[src/rtl/alu_pkg.sv]
// Shared definitions for the nibble-serial ALU: slice width, op codes and
// sequencer states.
package alu_pkg;

  localparam int NIB_W = 4;

  typedef enum logic [1:0] {
    ALU_ADD = 2'b00,
    ALU_AND = 2'b01,
    ALU_OR  = 2'b10,
    ALU_SUB = 2'b11
  } alu_op_e;

  typedef enum logic [1:0] {
    ST_IDLE = 2'd0,
    ST_EXEC = 2'd1,
    ST_DONE = 2'd2
  } state_e;

endpackage

[src/rtl/alu_nibble.sv]
// Combinational 4-bit ALU slice: one nibble of ADD/SUB/AND/OR with carry in/out.
module alu_nibble
  import alu_pkg::*;
(
  input  logic [NIB_W-1:0] a,
  input  logic [NIB_W-1:0] b,
  input  alu_op_e          op,
  input  logic             cin,
  output logic [NIB_W-1:0] r,
  output logic             cout
);

  logic [NIB_W:0] w_sum;

  always_comb begin
    w_sum = '0;
    case (op)
      ALU_ADD: w_sum = {1'b0, a} + {1'b0, b} + {{NIB_W{1'b0}}, cin};
      // SUB is A + ~B + cin; the sequencer seeds cin=1 on the first nibble
      ALU_SUB: w_sum = {1'b0, a} + {1'b0, ~b} + {{NIB_W{1'b0}}, cin};
      ALU_AND: w_sum = {1'b0, a & b};
      ALU_OR:  w_sum = {1'b0, a | b};
      default: w_sum = '0;
    endcase
    r    = w_sum[NIB_W-1:0];
    cout = w_sum[NIB_W];
  end

endmodule

[src/rtl/alu_seq16.sv]
// Multi-cycle ALU: feeds operands through alu_nibble LSB first, chaining carry
// and accumulating the zero flag, with valid/ready on command and result sides.
//
// state   | meaning
// --------+-----------------------------------------------------------
// ST_IDLE | in_ready=1, waiting for a command
// ST_EXEC | one nibble processed per cycle, nibble r_nib_cnt
// ST_DONE | out_valid=1, result and flags held until out_ready
module alu_seq16
  import alu_pkg::*;
#(
  parameter  int NIBBLES = 4,
  localparam int W       = NIB_W * NIBBLES
) (
  input  logic         clk,
  input  logic         rst_n,
  input  logic         in_valid,
  output logic         in_ready,
  input  logic [W-1:0] in_a,
  input  logic [W-1:0] in_b,
  input  logic [1:0]   in_op,
  output logic         out_valid,
  input  logic         out_ready,
  output logic [W-1:0] out_r,
  output logic         out_cf,
  output logic         out_zf,
  output logic         out_sf
);

  localparam int CW = (NIBBLES > 1) ? $clog2(NIBBLES) : 1;

  state_e           r_state, w_state_nxt;
  logic [W-1:0]     r_a, r_b, r_res;
  alu_op_e          r_op;
  logic [CW-1:0]    r_nib_cnt;
  logic             r_carry, r_zacc;
  logic [NIB_W-1:0] w_a_n, w_b_n, w_r;
  logic             w_cout, w_last;

  always_comb begin
    w_a_n = '0;
    w_b_n = '0;
    for (int i = 0; i < NIBBLES; i++) begin
      if (r_nib_cnt == CW'(i)) begin
        w_a_n = r_a[NIB_W*i +: NIB_W];
        w_b_n = r_b[NIB_W*i +: NIB_W];
      end
    end
  end

  assign w_last = (r_nib_cnt == CW'(NIBBLES - 1));

  alu_nibble u_nib (
    .a    (w_a_n),
    .b    (w_b_n),
    .op   (r_op),
    .cin  (r_carry),
    .r    (w_r),
    .cout (w_cout)
  );

  always_ff @(posedge clk or negedge rst_n) begin
    if (!rst_n) r_state <= ST_IDLE;
    else        r_state <= w_state_nxt;
  end

  always_comb begin
    w_state_nxt = r_state;
    in_ready    = 1'b0;
    out_valid   = 1'b0;
    case (r_state)
      ST_IDLE: begin
        in_ready = 1'b1;
        if (in_valid) w_state_nxt = ST_EXEC;
      end
      ST_EXEC: begin
        if (w_last) w_state_nxt = ST_DONE;
      end
      ST_DONE: begin
        out_valid = 1'b1;
        if (out_ready) w_state_nxt = ST_IDLE;
      end
      default: w_state_nxt = ST_IDLE;
    endcase
  end

  always_ff @(posedge clk or negedge rst_n) begin
    if (!rst_n) begin
      r_a       <= '0;
      r_b       <= '0;
      r_op      <= ALU_ADD;
      r_nib_cnt <= '0;
      r_carry   <= 1'b0;
      r_zacc    <= 1'b0;
      r_res     <= '0;
    end else begin
      case (r_state)
        ST_IDLE: begin
          if (in_valid) begin
            r_a       <= in_a;
            r_b       <= in_b;
            r_op      <= alu_op_e'(in_op);
            r_nib_cnt <= '0;
            r_carry   <= (alu_op_e'(in_op) == ALU_SUB);
            r_zacc    <= 1'b1;
          end
        end
        ST_EXEC: begin
          for (int i = 0; i < NIBBLES; i++) begin
            if (r_nib_cnt == CW'(i)) r_res[NIB_W*i +: NIB_W] <= w_r;
          end
          r_carry   <= w_cout;
          r_zacc    <= r_zacc & (w_r == '0);
          r_nib_cnt <= w_last ? '0 : r_nib_cnt + 1'b1;
        end
        default: ;
      endcase
    end
  end

  assign out_r  = r_res;
  assign out_cf = r_carry;
  assign out_zf = r_zacc;
  assign out_sf = r_res[W-1];

endmodule
[config.mk]
export PLATFORM = sky130hd
export DESIGN_NAME = alu_seq16
export DESIGN_NICKNAME = d
export VERILOG_FILES = /design/src/rtl/alu_pkg.sv /design/src/rtl/alu_nibble.sv /design/src/rtl/alu_seq16.sv
export SDC_FILE = /design/constraint.sdc
export NUM_CORES = 1
export LEC_CHECK = 0
export BUFFER_PORTS_ARGS = -buffer_cell sky130_fd_sc_hd__buf_2
export CAP_MARGIN = 10
export CORE_MARGIN = 2
export CORE_UTILIZATION = 35
export CTS_CLUSTER_SIZE = 28
export DETAILED_ROUTE_END_ITERATION = 10
export HOLD_SLACK_MARGIN = 0.15
export PLACE_DENSITY = 0.57
export SLEW_MARGIN = 20
export SYNTH_ARGS = -nofsm -noshare
export SYNTH_HDL_FRONTEND = slang
export SYNTH_SLANG_ARGS = --single-unit
[constraint.sdc]
create_clock -name clk -period 3 [get_ports clk]
set_clock_uncertainty 0.05 [all_clocks]
set_input_delay 0.15 -clock clk [delete_from_list [all_inputs] [get_ports clk]]
set_output_delay 0.15 -clock clk [all_outputs]
set_load 0.02 [all_outputs]
==> run metrics, run 1 <==
drt first pass iters=4; kind of end point of the critical path=register; most common cell after layout, fill and taps aside=nand2_1; GRT overflow=0; initial drt markers=101; Layout area overhead=34.07%; fin cells=556; endpoints failing hold=0; Final Cycle Share=101.5%; CTS tree=yes; Slew headroom=54.76%; Setup WS post-layout=-0.04487 ns; drt total wl=7307 um; Detailed Place HPWL=5147 um; Die ar.=9352 sq um; PD cells=1172 nW/um^2; top cell type by total area after synthesis=dfrtp_1; Yosys warning count=0; final worst path period need=3.045 ns; commonest cells after routing, fill and taps aside=136 x nand2_1, 58 x buf_2, 55 x dfrtp_1, 36 x dlygate4sd3_1, 24 x buf_4; first-pass GRT wire length=12830 um; Post-Route Setup TNS=-0.1643 ns; layout cells sized above 1=26.61%; Syn Inst Count=343; worst min path class=input pin to asynchronous set/reset pin; Rows=33; number of diodes=0; Initial Util=36.42%; largest cells by area after synthesis=dfrtp_1 47%, nand2_1 17%, ha_1 6.2%; Syn Area/Cell=8.769 sq um; IO Port Bufs=58; Achievable Freq=0.3284 GHz; Leak=0.002055 uW; Max Root-Sink Buffers=2; crit-path max FO=6; vias in the first global route=2707; final setup fails=8; GRT Util Overall=16.58%; Max VDD drop=0.0004012 V; Placed Cells=508; initial antenna violation count=0; Mapped Area=3008 sq um; Layout Nets=508; crit path kind=register to register; worst-case reg-to-reg path depth=14; fillcell total=799; clk slew on worst S/H paths=0.10 ns; syn nets=400; WL/cell=13.14 um; Yosys reg bits=56; Synth top area share=46.59%; Die H=96.71 um; RSZ-0062 raised after global routing=true; Netlist cell types=37; Slew Viols, Final=0; Sink Count=56; Final ANT Viol Nets=0; number of max-cap violations=0; failing checks=negative setup slack; worst slew pin tran=0.6772 ns; Critical Path Source Type=register; register area share after synthesis=46.59%; CTS H-Tree Depth=2; arrival time worst endpoint=3.20 ns; chip width=96.71 um; total CTS buffers=5; register-to-register setup slack=-0.04 ns; routability cong.=0.8278; CTS root buf=clkbuf_8; largest net degree at the start of global routing=36; core area=8258 sq um; Worst-Skew Late Latency=0.31 ns; detailed-route vias per instance=4.683; DRC Markers=0; status=finished with violations; I/O pin total=59; vias=2604; required time worst endpoint=3.15 ns
## sequential cells by signal, indices dropped and copies added, names as in the netlist
register and flops:
out_r 16, r_a 16, r_b 16, r_nib_cnt 2, r_op 2, r_state 2
out_cf 1, out_zf 1
## area by class of cell
class / count / area (sq um) / area share, %
Timing Repair Buffer: 119 / 842.1 / 20.88
Clock buffer: 5 / 68.82 / 1.706
Inverter: 10 / 37.54 / 0.9308
Sequential cell: 56 / 1403 / 34.78
Tap cell: 105 / 131.4 / 3.258
Multi-Input combinational cell: 259 / 1538 / 38.13
Clock inverter: 2 / 12.51 / 0.3103
## worst max-delay path, cell delays in order, from the launching register on
cell and delay [ns]:
dfrtp_1 0.40, inv_2 0.11, ha_4 0.16, nand3b_1 0.12
a21oi_1 0.07, a21oi_1 0.11, nor2_1 0.07, a21o_1 0.21
fa_2 0.38, inv_2 0.07, fa_2 0.42, mux4_2 0.48
nand3_2 0.10, nand2_2 0.05, o221a_4 0.14
## report_power, final
part           switching (uW)  internal [uW]
clock network             241            159
registers                 260           1100
logic                    1610           1360
total                    2110           2620
## final timing paths
kind / from / end
setup / recovery: r_nib_cnt[1]$_DFFE_PN0P_ / out_zf$_DFFE_PN0P_
hold reg to reg: out_r[3]$_DFFE_PN0P_ / out_r[3]$_DFFE_PN0P_
min in group clk: in_valid / r_state[0]$_DFFE_PN0P_
max in group asynchronous: rst_n / r_nib_cnt[0]$_DFFE_PN0P_
hold / removal: rst_n / r_a[0]$_DFFE_PN0P_
setup reg to reg: r_nib_cnt[1]$_DFFE_PN0P_ / out_zf$_DFFE_PN0P_
## per-stage QoR
stage | power (uW) | hold WS, ns | instance area, sq um | setup slack (ns) | util (%)
6_report | 4726 | 0.3269 | 4033 | -0.04487 | 48.83
5_1_grt | 5256 | 0.3559 | 4033 | -0.1803 | 48.83
4_1_cts | 4672 | 0.3208 | 3978 | -0.05146 | 48.17
3_5_place_dp | 4117 | 0.1476 | 3477 | -0.1386 | 42.11
3_3_place_gp | 4041 | 0.1457 | 3477 | -0.04903 | 42.11
2_1_floorplan | 3266 | -0.1956 | 3027 | -0.05373 | -
## metal layers
layer / wire length (um) / global-route usage [%] / part of all wire, % / up-vias
li1: - / - / - / 1327
met1: 3418 / 22.79 / 47 / 1217
met2: 3563 / 28.10 / 49 / 56
met3: 286 / 2.890 / 3.9 / 4
met4: 39 / 2.600 / 0.53 / 0
met5: 0 / 0 / 0 / -
## synth_stat cells
master	count
o21bai_1	3
nand2_1	136
mux4_2	2
a32oi_1	1
nand3b_1	9
nand2_2	1
dfrtp_1	56
o31ai_1	2
clkbuf_1	8
fa_1	4
o221a_4	1
xnor2_1	1
nor3_4	1
buf_8	1
nor3_1	1
o21a_1	1
buf_2	4
or2b_2	1
a21o_1	8
ha_1	15
nand3_1	1
o21ai_0	21
buf_4	2
buf_6	2
nand2b_1	1
and2_2	1
nand3_2	1
mux2i_1	1
nor2_1	13
inv_1	10
mux2_2	1
xor2_1	1
nor3b_1	1
buf_1	1
nor2b_1	1
mux4_1	1
a21oi_1	28
## what timing repair did
action / 4_1_cts / 5_1_grt
endpoints found under the setup margin: 12 / 13
gates resized for setup: 18 / 12
buffers inserted: 2 / 3
pin swaps: 4 / 3
hold buffers: 36 / 0
endpoints found under the hold margin: 62 / 0
## logic make-up (layout without fill, tap and decap cells)
logic type               Yosys count  in the layout  synth area share (%)
adder cells (fa/ha/maj)           19             19                 8.902
flip-flops                        56             56                 46.59
multiplexers                       5              5                 3.078
AND/OR/NAND/NOR                  168            168                 23.46
buffers and inverters             28            136                 4.783
AO/OA/AOI/OAI                     65             65                 12.60
XOR/XNOR                           2              2                0.5825
No activity file was read; power rests on OpenSTA's default activity.
==> inputs of run 2 (changes only) <==
--- a/config.mk
+++ b/config.mk
@@ -13,6 +13,7 @@
 export DETAILED_ROUTE_END_ITERATION = 10
 export HOLD_SLACK_MARGIN = 0.15
 export PLACE_DENSITY = 0.57
+export REMOVE_ABC_BUFFERS = 1
 export SLEW_MARGIN = 20
 export SYNTH_ARGS = -nofsm -noshare
 export SYNTH_HDL_FRONTEND = slang
==> run 2 against run 1 <==
Against the previous run:
- the flow still finishes with violations (negative setup slack)
- register-to-register slack worse by 0.04 ns
- highest routed layer unchanged
- largest power group unchanged
- utilization up 0.45 points
- critical path type unchanged
- design area up 0.93%
- sequential power about the same
- critical endpoint unchanged
- combinational power up 6%
- first-iteration DRC count down 42%
- via count about the same
- global-route usage down 0.75 points
- sequential share of layout area down 0.32 points
- non-clock buffer count up 4
- count of clock-buffer cells in the layout unchanged
==> run metrics, run 2 (synthesis gave the netlist of run 1 again) <==
crit-path max FO=6 (unchanged); Detailed Place HPWL=5090 um (-1.1%); initial drt markers=59 (-42%); Max Root-Sink Buffers=2 (unchanged); Worst-Skew Late Latency=0.32 ns (about the same); chip width=96.71 um (unchanged); Achievable Freq=0.3241 GHz (-1.3%); routed wl met2=3486 um (-2.2%); DRC Markers=0 (unchanged); register-to-register setup slack=-0.09 ns (-0.04 ns); total CTS buffers=5 (unchanged); Sink Count=56 (unchanged); CTS H-Tree Depth=2 (unchanged); RSZ-0062 raised after global routing=true; r2r endpoint=out_zf$_DFFE_PN0P_; Core Util, Final=49.29% (+0.45 points); Final ANT Viol Nets=0 (unchanged); worst slew pin tran=0.6327 ns (-0.04454 ns); Die ar.=9352 sq um (unchanged); detailed-route vias per instance=4.643 (-0.85%); GRT Util Overall=15.83% (-0.75 points); worst min path class=input pin to asynchronous set/reset pin; Slew headroom=57.73% (+3.0 points); worst-case reg-to-reg path depth=13 (-1); layout cells sized above 1=26.97% (+0.37 points); most common cell after layout, fill and taps aside=nand2_1; Total Power=4921 uW (+4.1%); top sig layer=met4; Setup WS post-layout=-0.08521 ns (-0.04033 ns); PD cells=1209 nW/um^2 (+3.2%); met3 WL post-DR=196 um (-31%); Final Cycle Share=102.8% (+1.3 points); Rows=33 (unchanged); vias in the first global route=2652 (-2.0%); final setup fails=8 (unchanged); CTS tree=yes; crit path kind=register to register; Leak=0.002067 uW (+0.62%); clk slew on worst S/H paths=0.11 ns (about the same); r2r startpoint=r_nib_cnt[0]$_DFFE_PN0P_; Max VDD drop=0.0004754 V (+19%); arrival time worst endpoint=3.25 ns (+0.05 ns); largest net degree at the start of global routing=36 (unchanged); Layout area overhead=35.32%; fillcell total=820 (+2.6%); initial antenna violation count=0 (unchanged); status=finished with violations; WL/cell=12.73 um (-3.1%); Slew Viols, Final=0 (unchanged); vias=2605 (+0.038%); Hold WS=0.2873 ns (-0.03962 ns); commonest cells after routing, fill and taps aside=136 x nand2_1, 58 x buf_2, 55 x dfrtp_1, 36 x dlygate4sd3_1, 28 x buf_4; failing checks=negative setup slack; required time worst endpoint=3.17 ns (+0.02 ns); Die H=96.71 um (unchanged); routability cong.=0.8507 (+2.8%); IO Port Bufs=58 (unchanged); I/O pin total=59 (unchanged); first-pass GRT wire length=12410 um (-3.2%); drt total wl=7143 um (-2.2%); number of max-cap violations=0 (unchanged); core area=8258 sq um (unchanged); final worst path period need=3.085 ns (+0.04033 ns); wl on met1=3417 um (about the same); CTS root buf=clkbuf_8; Initial Util=36.42% (unchanged); Critical Path Source Type=register; kind of end point of the critical path=register; endpoints failing hold=0 (unchanged); Layout Nets=512 (+0.79%); GRT overflow=0 (unchanged); drt first pass iters=4 (unchanged); number of diodes=0 (unchanged)
[run 2: changes by cell type in the layout (fill, tap and decap cells not counted), moves of 2 or more]
cell / change
a21oi_2: -3
buf_4: +4
o21ai_0: -2
a21oi_1: +3
[run 2: worst max-delay path: stages (launching register included)]
cell and delay, ns:
dfrtp_2 0.47, ha_4 0.19, nand3b_1 0.17, a21oi_2 0.13, a21oi_1 0.05, nor2_1 0.18, a21oi_2 0.08, fa_2 0.38
fa_2 0.36, xnor2_1 0.13, mux4_2 0.51, nand3_2 0.10, nand2_2 0.05, o221a_4 0.14
[run 2: worst max-delay path by stage]
stage               cells after the start                      from                  to
global route                           14  r_nib_cnt[1]$_DFFE_PN0P_  out_zf$_DFFE_PN0P_
detailed placement                     14  r_nib_cnt[1]$_DFFE_PN0P_  out_zf$_DFFE_PN0P_
finish                                 13  r_nib_cnt[0]$_DFFE_PN0P_  out_zf$_DFFE_PN0P_
global placement                       14  r_nib_cnt[1]$_DFFE_PN0P_  out_zf$_DFFE_PN0P_
floorplan                              14  r_nib_cnt[1]$_DFFE_PN0P_  out_zf$_DFFE_PN0P_
CTS                                    14  r_nib_cnt[0]$_DFFE_PN0P_  out_zf$_DFFE_PN0P_
[run 2: layout make-up]
type,instances,area (sq um),share of cell area (%)
clock inverters,3,23.77,0.5841
clock buffers,5,68.82,1.691
well taps,105,131.4,3.228
multi-input cells,259,1531,37.63
inverters,10,40.04,0.9837
repair buffers,123,872.1,21.43
flip-flops and latches,56,1403,34.46
[run 2: stage by stage]
step                      worst slack, ns  TNS [ns]  cell area (sq um)  instances
after floorplan                   -0.2941    -1.316               2902        325
after global routing              -0.2431    -2.026               4070        561
after detailed placement          -0.2354    -1.917               3488        510
after CTS                        -0.03756   -0.2138               4000        557
after global placement            -0.1445   -0.9790               3488        510
final                            -0.08521   -0.3336               4070        561
[run 2: routing by layer]
layer / up-vias / global-route usage [%]
li1: 1335 / -
met1: 1218 / 21.01
met2: 46 / 27.62
met3: 6 / 2.746
met4: 0 / 2.600
met5: - / 0
[run 2: power breakdown]
part	leakage, uW	internal, uW	switching, uW
logic	0.00132	1480	1660
registers	0.000704	1090	254
clock network	0.0000404	166	267
[run 2: timing repair]
item	CTS	global route
buffers inserted	3	4
endpoints found under the hold margin	58	0
gates cloned	0	0
hold buffers	36	0
setup endpoints to repair	13	14
resized for setup	16	19
pin swaps	3	7
